===== config.mk =====
export PLATFORM = sky130hd
export DESIGN_NAME = axi_ad6676_pack
export DESIGN_NICKNAME = d
export VERILOG_FILES = /design/src/rtl/axi_ad6676_pack_pkg.sv /design/src/rtl/axi_ad6676_pack_fifo.sv /design/src/rtl/axi_ad6676_pack.sv
export SDC_FILE = /design/constraint.sdc
export NUM_CORES = 2
export LEC_CHECK = 0
export BUFFER_PORTS_ARGS = -buffer_cell sky130_fd_sc_hd__buf_2
export CAP_MARGIN = 20
export CORE_ASPECT_RATIO = 0.8
export CORE_MARGIN = 5
export CORE_UTILIZATION = 40
export DETAILED_ROUTE_END_ITERATION = 10
export PLACE_DENSITY = 0.58
export SLEW_MARGIN = 5
export SYNTH_ARGS = -nofsm -noshare
export SYNTH_HDL_FRONTEND = slang
export SYNTH_HIERARCHICAL = 1
export SYNTH_SLANG_ARGS = --single-unit

===== constraint.sdc =====
create_clock -name adc_clk -period 8.3 [get_ports adc_clk]
set_input_delay 0 -clock adc_clk [delete_from_list [all_inputs] [get_ports adc_clk]]
set_output_delay 0 -clock adc_clk [all_outputs]
set_load 0.02 [all_outputs]

===== src/rtl/axi_ad6676_pack_pkg.sv =====
// Shared definitions for the AD6676 DMA packer: data widths and the
// channel-enable mode encoding.
package axi_ad6676_pack_pkg;

    localparam int unsigned SAMPLE_WIDTH  = 16;
    localparam int unsigned CHANNEL_WIDTH = 32;
    localparam int unsigned DMA_WIDTH     = 64;

    // Mode is {adc_enable_1, adc_enable_0}.
    typedef enum logic [1:0] {
        MODE_NONE = 2'b00,
        MODE_CH0  = 2'b01,
        MODE_CH1  = 2'b10,
        MODE_BOTH = 2'b11
    } mode_t;

endpackage


===== src/rtl/axi_ad6676_pack_fifo.sv =====
// Synchronous show-ahead FIFO toward the DMA. The head beat is held in a
// register (rd_data), so rd_valid/rd_data follow a write by one cycle.
// A write while full is dropped unless a read happens in the same cycle;
// drop is a combinational strobe for that case.
module axi_ad6676_pack_fifo
    import axi_ad6676_pack_pkg::*;
#(
    parameter int unsigned DEPTH_LOG2 = 4
) (
    input  logic                  clk,
    input  logic                  rst_n,
    input  logic                  wr_en,
    input  logic [DMA_WIDTH-1:0]  wr_data,
    input  logic                  rd_ready,
    output logic                  rd_valid,
    output logic [DMA_WIDTH-1:0]  rd_data,
    output logic [DEPTH_LOG2:0]   level,
    output logic                  drop
);

    localparam int unsigned DEPTH = 1 << DEPTH_LOG2;
    localparam logic [DEPTH_LOG2:0] FULL_LEVEL = {1'b1, {DEPTH_LOG2{1'b0}}};

    logic [DMA_WIDTH-1:0]  mem [DEPTH];
    logic [DEPTH_LOG2-1:0] wr_ptr;
    logic [DEPTH_LOG2-1:0] rd_ptr;
    logic [DEPTH_LOG2-1:0] rd_ptr_n;
    logic [DEPTH_LOG2:0]   level_n;
    logic [DMA_WIDTH-1:0]  head_n;
    logic                  full;
    logic                  rd;
    logic                  wr_ok;

    // Accept/drop decision, next pointers/level and the next head beat.
    // The next head bypasses the array when it is the slot written this cycle.
    always_comb begin
        full     = (level == FULL_LEVEL);
        rd       = rd_valid & rd_ready;
        wr_ok    = wr_en & (~full | rd);
        drop     = wr_en & full & ~rd;
        rd_ptr_n = rd_ptr + {{(DEPTH_LOG2-1){1'b0}}, rd};
        level_n  = level + {{DEPTH_LOG2{1'b0}}, wr_ok} - {{DEPTH_LOG2{1'b0}}, rd};
        head_n   = (wr_ok && (rd_ptr_n == wr_ptr)) ? wr_data : mem[rd_ptr_n];
    end

    // Storage array; contents are meaningless until written, so no reset.
    always_ff @(posedge clk) begin
        if (wr_ok) begin
            mem[wr_ptr] <= wr_data;
        end
    end

    // Pointers, occupancy and the registered show-ahead head.
    always_ff @(posedge clk or negedge rst_n) begin
        if (!rst_n) begin
            wr_ptr   <= '0;
            rd_ptr   <= '0;
            level    <= '0;
            rd_valid <= 1'b0;
            rd_data  <= '0;
        end else begin
            if (wr_ok) begin
                wr_ptr <= wr_ptr + {{(DEPTH_LOG2-1){1'b0}}, 1'b1};
            end
            rd_ptr   <= rd_ptr_n;
            level    <= level_n;
            rd_valid <= (level_n != '0);
            if (level_n != '0) begin
                rd_data <= head_n;
            end
        end
    end

endmodule


===== src/rtl/axi_ad6676_pack.sv =====
// AD6676 ADC-to-DMA packer: packs enabled channel words into 64-bit beats,
// buffers them in a show-ahead FIFO and flags dropped beats on adc_dovf.
// Optional build macro AXI_AD6676_PACK_DROP_CNT_EN adds a saturating
// drop counter (drop_count) with a synchronous clear (drop_count_clr).
module axi_ad6676_pack
    import axi_ad6676_pack_pkg::*;
#(
    parameter int unsigned FIFO_DEPTH_LOG2 = 4
) (
    input  logic                       adc_clk,
    input  logic                       adc_resetn,
    input  logic                       adc_valid_0,
    input  logic                       adc_enable_0,
    input  logic [CHANNEL_WIDTH-1:0]   adc_data_0,
    input  logic                       adc_valid_1,
    input  logic                       adc_enable_1,
    input  logic [CHANNEL_WIDTH-1:0]   adc_data_1,
    output logic                       adc_dovf,
    output logic                       dma_valid,
    output logic [DMA_WIDTH-1:0]       dma_data,
    input  logic                       dma_ready,
    output logic [FIFO_DEPTH_LOG2:0]   fifo_level
`ifdef AXI_AD6676_PACK_DROP_CNT_EN
    ,
    input  logic                       drop_count_clr,
    output logic [15:0]                drop_count
`endif
);

    mode_t                     mode;
    mode_t                     mode_in;
    logic                      beat;
    logic                      phase;
    logic                      phase_eff;
    logic [CHANNEL_WIDTH-1:0]  single_word;
    logic [CHANNEL_WIDTH-1:0]  half_word;
    logic [DMA_WIDTH-1:0]      pack_reg;
    logic                      pack_vld;
    logic                      fifo_drop;

    // Decode the live mode; a mode change restarts pairing from phase 0.
    always_comb begin
        mode_in     = mode_t'({adc_enable_1, adc_enable_0});
        beat        = (adc_valid_0 & adc_enable_0) | (adc_valid_1 & adc_enable_1);
        phase_eff   = (mode_in == mode) ? phase : 1'b0;
        single_word = (mode_in == MODE_CH1) ? adc_data_1 : adc_data_0;
    end

    // Mode register and packing; the beat in a mode-change cycle packs
    // under the new mode and any pending half word is abandoned.
    always_ff @(posedge adc_clk or negedge adc_resetn) begin
        if (!adc_resetn) begin
            mode      <= MODE_NONE;
            phase     <= 1'b0;
            pack_vld  <= 1'b0;
            pack_reg  <= '0;
            half_word <= '0;
        end else begin
            mode     <= mode_in;
            pack_vld <= 1'b0;
            phase    <= 1'b0;
            case (mode_in)
                MODE_BOTH: begin
                    if (beat) begin
                        pack_reg <= {adc_data_1[CHANNEL_WIDTH-1:SAMPLE_WIDTH],
                                     adc_data_0[CHANNEL_WIDTH-1:SAMPLE_WIDTH],
                                     adc_data_1[SAMPLE_WIDTH-1:0],
                                     adc_data_0[SAMPLE_WIDTH-1:0]};
                        pack_vld <= 1'b1;
                    end
                end
                MODE_CH0, MODE_CH1: begin
                    if (beat) begin
                        if (!phase_eff) begin
                            half_word <= single_word;
                            phase     <= 1'b1;
                        end else begin
                            pack_reg <= {single_word, half_word};
                            pack_vld <= 1'b1;
                        end
                    end else begin
                        phase <= phase_eff;
                    end
                end
                default: ;
            endcase
        end
    end

    axi_ad6676_pack_fifo #(
        .DEPTH_LOG2 (FIFO_DEPTH_LOG2)
    ) i_fifo (
        .clk      (adc_clk),
        .rst_n    (adc_resetn),
        .wr_en    (pack_vld),
        .wr_data  (pack_reg),
        .rd_ready (dma_ready),
        .rd_valid (dma_valid),
        .rd_data  (dma_data),
        .level    (fifo_level),
        .drop     (fifo_drop)
    );

    // One-cycle overflow pulse per dropped beat.
    always_ff @(posedge adc_clk or negedge adc_resetn) begin
        if (!adc_resetn) begin
            adc_dovf <= 1'b0;
        end else begin
            adc_dovf <= fifo_drop;
        end
    end

`ifdef AXI_AD6676_PACK_DROP_CNT_EN
    // Saturating drop counter; clear takes priority over a same-cycle drop.
    always_ff @(posedge adc_clk or negedge adc_resetn) begin
        if (!adc_resetn) begin
            drop_count <= '0;
        end else if (drop_count_clr) begin
            drop_count <= '0;
        end else if (fifo_drop && (drop_count != '1)) begin
            drop_count <= drop_count + 16'd1;
        end
    end
`else
    // No drop counter in this build; drops are reported on adc_dovf only.
`endif

endmodule

======== Word level (Yosys, flattened, before mapping) ========
Memory sizes are Yosys's and may differ from the RTL's. A register that Yosys moved wholly into a read port is not among the register bits.
Cells that the tools add are included.
storage, ports and cells
  register bits after elaboration ......... 115
  RAM bits ................................ 1,024
  output and inout port bits .............. 71
  memories kept ........................... 1
memories
  memory      depth  bits a word  read ports  clocked after memory_dff  write ports  RTL line                    RTL
  i_fifo.mem  16     64           1           1                         1            axi_ad6676_pack_fifo.sv:24  logic [DMA_WIDTH-1:0] mem [DEPTH];
cells by class
  add/sub/neg operators ................... 4
  equality and inequality tests ........... 8
  muxes and demuxes ....................... 15
  bitwise logic cells ..................... 11
  reductions and logical operators ........ 6
operator list
  kind                   number
  $mux W64               3
  $pmux W64 S2           1
  $mux W32               1
  $mux W1                9
  $and A1 B1 Y1          6
  $ne A2 B2 Y1 const B   3
  $add A5 B1 Y5          1
  $eq A5 B5 Y1 const B   1
  $reduce_bool A5 Y1     1
  $sub A5 B1 Y5          1
  $add A4 B1 Y4          1
  $add A4 B1 Y4 const B  1
  $eq A2 B2 Y1 const B   2
  $reduce_and A4 Y1      1
  $not A1 Y1             3
  $reduce_and A3 Y1      1
  $eq A2 B1 Y1 const B   1
  $eq A2 B2 Y1           1
  $or A1 B1 Y1           2
  $pmux W1 S2            1
  $reduce_bool A2 Y1     1
  $reduce_or A2 Y1       1
  $logic_not A1 Y1       1

======== Depth between registers and ports, before layout ========
  depth after elaboration ................. 7
  depth in mapped cells ................... 17
  depth with buffers taken out ............ 14

======== Modules after synthesis ========
Netlist, hierarchy kept.
modules (own cells, without submodules)
  module                times used  cells an instance  area each (um^2)
  axi_ad6676_pack_fifo  1           1,849              43,122.6
  axi_ad6676_pack       1           464                4,973.5

======== Worst setup path after synthesis ========
Ideal clock, no wire load.
  path kind ............................... reg-to-reg
  from .................................... register i_fifo.level[2]
  to ...................................... memory i_fifo.mem[3][0], enable pin
  arrival ................................. 7.268 ns
  slack ................................... 0.389 ns
  stages on the path, launching flop included .. 8
  buffers on the path ..................... 1
  period minus slack after synthesis ...... 7.911 ns
  cell sequence ........................... dfrtp_1 > inv_1 > ha_1 > nand2_1 > o41a_1 > buf_2 > inv_1 > nor4_1
between the ends
  longest elaborated chain between the ends .. 6
RTL lines
  what                           RTL line                    RTL
  start: declaration             axi_ad6676_pack_fifo.sv:17  output logic [DEPTH_LOG2:0] level,
  start signal: assignment       axi_ad6676_pack_fifo.sv:66  level <= level_n;
  $eq A5 B5 Y1                   axi_ad6676_pack_fifo.sv:37  full = (level == FULL_LEVEL);
  $not A1 Y1                     axi_ad6676_pack_fifo.sv:39  wr_ok = wr_en & (~full | rd);
  $or A1 B1 Y1                   axi_ad6676_pack_fifo.sv:39
  $and A1 B1 Y1                  axi_ad6676_pack_fifo.sv:39
  $mux W1                        axi_ad6676_pack_fifo.sv:48  if (wr_ok) begin
  $mux W1 (not written as such)  axi_ad6676_pack_fifo.sv:49  mem[wr_ptr] <= wr_data;
  end: declaration               axi_ad6676_pack_fifo.sv:24
Every way passes these cells.

======== Worst setup path in the final report ========
  from .................................... register i_fifo.level[3]
  to ...................................... register i_fifo.rd_data[51], read port of i_fifo.mem
between the ends
  longest elaborated chain between the ends .. 7
RTL lines
  what                         RTL line                    RTL
  $eq A5 B5 Y1                 axi_ad6676_pack_fifo.sv:37
  $not A1 Y1                   axi_ad6676_pack_fifo.sv:39
  $or A1 B1 Y1                 axi_ad6676_pack_fifo.sv:39
  $and A1 B1 Y1                axi_ad6676_pack_fifo.sv:39
  $add A5 B1 Y5 *              axi_ad6676_pack_fifo.sv:42  level_n = level + {{DEPTH_LOG2{1'b0}}, wr_ok} - {{DEPTH_LOG2{1'b0}}, rd};
  $sub A5 B1 Y5 *              axi_ad6676_pack_fifo.sv:42
  named net i_fifo.level_n[4]  axi_ad6676_pack_fifo.sv:28  logic [DEPTH_LOG2:0] level_n;
  $reduce_bool A5 Y1 *         axi_ad6676_pack_fifo.sv:68  if (level_n != '0) begin
  end: declaration             axi_ad6676_pack_fifo.sv:16  output logic [DMA_WIDTH-1:0] rd_data,
Mark *: on every way through the listed nets, which the timed path passes. The rest lies on a longest branch.
A chain may end at the register's enable or synchronous reset.

==> summary.md <==
| Metric | Value |
|---|---|
| Status | `complete, no violations` |
| Crit path time final | `4.91 ns` |
| Min-delay src | `adc_enable_0` |
| Critical path arrival | `5.51 ns` |
| Cts bufs inserted | `115` |
| Peak supply drop | `between 0.0003 and 0.0004 V` |
| Syn avg cell area | `about 21 sq um` |
| Most frequent cells in the layout | `edfxtp_1 (1,024), mux4_2 (239), mux2i_1 (224)` |
| Setup crit start kind | `flip-flop` |
| Crit share post-route | `around three fifths` |
| DRC | `0` |
| Final Hold Vio Count | `0` |
| Post_cts resized | `0` |
| Mapped Nets | `between 2,000 and 2,500` |
| Clock Latency Late Sink | `0.73 ns` |
| Post CTS Setup Buffer Count | `0` |
| Worst min path class | `primary input to flip-flop` |
| Util after Layout | `46.4%` |
| Num ports | `142` |
| Fin Hold WS | `0.0914 ns` |
| TritonCTS clock tree | `built` |
| Post-layout net count | `2,663` |
| Worst Slack Setup Final | `3.39 ns` |
| LEAKAGE | `roughly 0.019 uW` |
| WL met3 | `9470 um` |
| Max_slew headroom | `approximately 27%` |
| Share of cells above drive strength 1 | `between 20% and 30%` |
| RSZ-0062 raised after global routing | `no` |
| CTS HTree Levels | `3` |
| Pwr dens | `between 300 and 400 mW/mm^2` |
| Core Region | `between 0.1 and 0.15 sq mm` |
| Mapped Area | `0.0481 sq mm` |
| Post-synth EDFFs | `just over 1,000` |
| Max Fclk | `204 MHz` |
| Sinks on Clock Net | `1,203` |
| ANT nets after route | `0` |
| CTS clk-pin slew, worst paths | `about 0.06 ns` |
| Worst Tran Pin Value | `1.09 ns` |
| Commonest non-fill, non-tap cell in the layout | `edfxtp_1` |
| # setup viols final | `0` |
| Via count | `24,043` |
| Port bufs | `141` |
| Wl on met1 | `56,100 um` |
| Largest fanout on the critical path | `42` |
| Die Y | `320 um` |
| Flip-flop count of the largest register after layout | `1,024` |
| Crit. Startpoint | `i_fifo/level[3]` |
| Top FF cell, synth | `edfxtp_1` |
| Synth cell types | `45` |
| Async set-reset flop share out of synthesis | `14.9%` |
| Max-Cap Viols | `0` |
| Post-synthesis sequential area ratio | `around three quarters` |
| WL met2 | `57,300 um` |
| R2r startpoint | `i_fifo/level[3]` |
| Syn Inst Count | `2,313` |
| Setup total negative slack | `0 ns` |
| Worst setup EP type | `flip-flop` |
| Initial DRC Count | `2,674` |
| DP HPWL | `67,300 um` |
| CTS root buf | `clkbuf_16` |
| Drt wl/cell | `29.4 um` |
| Max-slew violations | `0` |
| Synth warn | `6` |
| RePlAce Congestion | `0.785` |
| Vias/cell | `5.61` |
| Total GRT Usage | `around a fifth` |
| Grt total ovfl | `0` |
| First-pass GRT wire length | `181,000 um` |
| Chip width | `398 um` |
| Crit Path Class | `flip-flop to flip-flop` |
| DRT Pass-1 Iters | `7` |
| Clock Tree Buf Depth | `3` |
| Routed wire length | `126,000 um` |
| Worst slack at placement | `~3.4 ns` |
| Yosys reg bits | `1,203` |
| Layout Skew | `0.0343 ns` |
| Largest net degree at the start of global routing | `152` |
| Die area | `0.127 sq mm` |
| Initial Utilization | `40.4%` |
| Num rows | `113` |
| Initial antenna violation count | `8` |
| Top sig layer | `met4` |
| Layout area overhead | `14.8%` |
| CTS Hold Bufs | `87` |
| WP data required | `8.90 ns` |
| Vias in the first global route | `around 25,000` |
==> worst paths after layout <==
check                                endpoint  slack [ns]  cells after the start
hold reg to reg            i_fifo/rd_data[12]        0.50                      1
setup reg to reg           i_fifo/rd_data[51]        3.39                     15
max in group asynchronous  i_fifo/rd_data[57]        7.02                      4
hold / removal                        mode[0]        0.09                      2
min in group asynchronous  i_fifo/rd_data[19]        0.49                      4
setup / recovery           i_fifo/rd_data[51]        3.39                     15
==> cells by family after synthesis <==
family / share of synthesized area [%]
compound gates: 1.71
xor+xnor: 0.304
fa+ha+maj: 0.484
buf+inv: 2.09
flops: 73.2
mux: 21.0
simple gates: 1.18
==> critical path, cell delays in order (launching register included) <==
cell and delay [ns]:
dfrtp_1 0.39, inv_1 0.09, ha_1 0.19, nand2_1 0.09, o41a_1 0.38, inv_1 0.23
ha_1 0.33, inv_1 0.04, ha_1 0.22, fa_1 0.46, a21oi_1 0.18, o21bai_1 0.09
xnor2_1 0.23, or3_4 0.50, buf_4 0.86, mux2_2 0.42
==> area by class of cell <==
cell class | instances | area (sq um)
clock buffers | 163 | 3210
multi-input cells | 926 | 12000
fillers | 9973 | 63800
inverters | 52 | 195
clock inverters | 54 | 528
well taps | 1610 | 2010
diodes | 3 | 7.51
repair buffers | 276 | 2000
flip-flops and latches | 1203 | 35200
==> through the flow <==
| step | area (sq um) | std cells | power, uW |
|---|---|---|---|
| 6_report | 55200 | 4287 | 21200 |
| 5_1_grt | 55200 | 4284 | 22300 |
| 4_1_cts | 55200 | 4284 | 21500 |
| 3_5_place_dp | 50600 | 3980 | 16200 |
| 3_3_place_gp | 50600 | 3980 | 16000 |
| 2_1_floorplan | 48100 | 2313 | 14200 |
==> report_power, final <==
| group | leakage [uW] | switching (uW) | internal (uW) |
|---|---|---|---|
| sequential | 0.0113 | 889 | 7660 |
| clock | 0.00183 | 2230 | 2970 |
| combinational | 0.00578 | 3610 | 3840 |
| total | 0.0189 | 6730 | 14500 |
==> cell usage after synthesis (all sizes together), types with 2 or more instances <==
library cell	count	area, sq um
and2	3	18.8
clkbuf	39	146
o22ai	32	200
mux4	256	5830
ha	17	213
edfxtp	1024	30700
or3	2	12.5
nand2	7	26.3
a221oi	28	245
dfrtp	179	4480
inv	51	191
mux2i	224	2240
a21oi	51	255
a222oi	4	40.0
nand4	2	18.8
nor3	4	20.0
xor2	6	52.6
nor4	5	31.3
and3	4	25.0
buf	93	662
mux2	176	2020
nor2	55	206
nand3	3	15.0
xnor2	8	70.1
nor2b	28	175
==> per-layer routing <==
layer / track usage, % / up-vias
li1: - / 9970
met2: 30.1 / 924
met5: 0 / -
met4: 4.86 / 0
met1: 29.7 / 12964
met3: 3.76 / 185
Note: power is estimated with default switching activity, not from simulation.
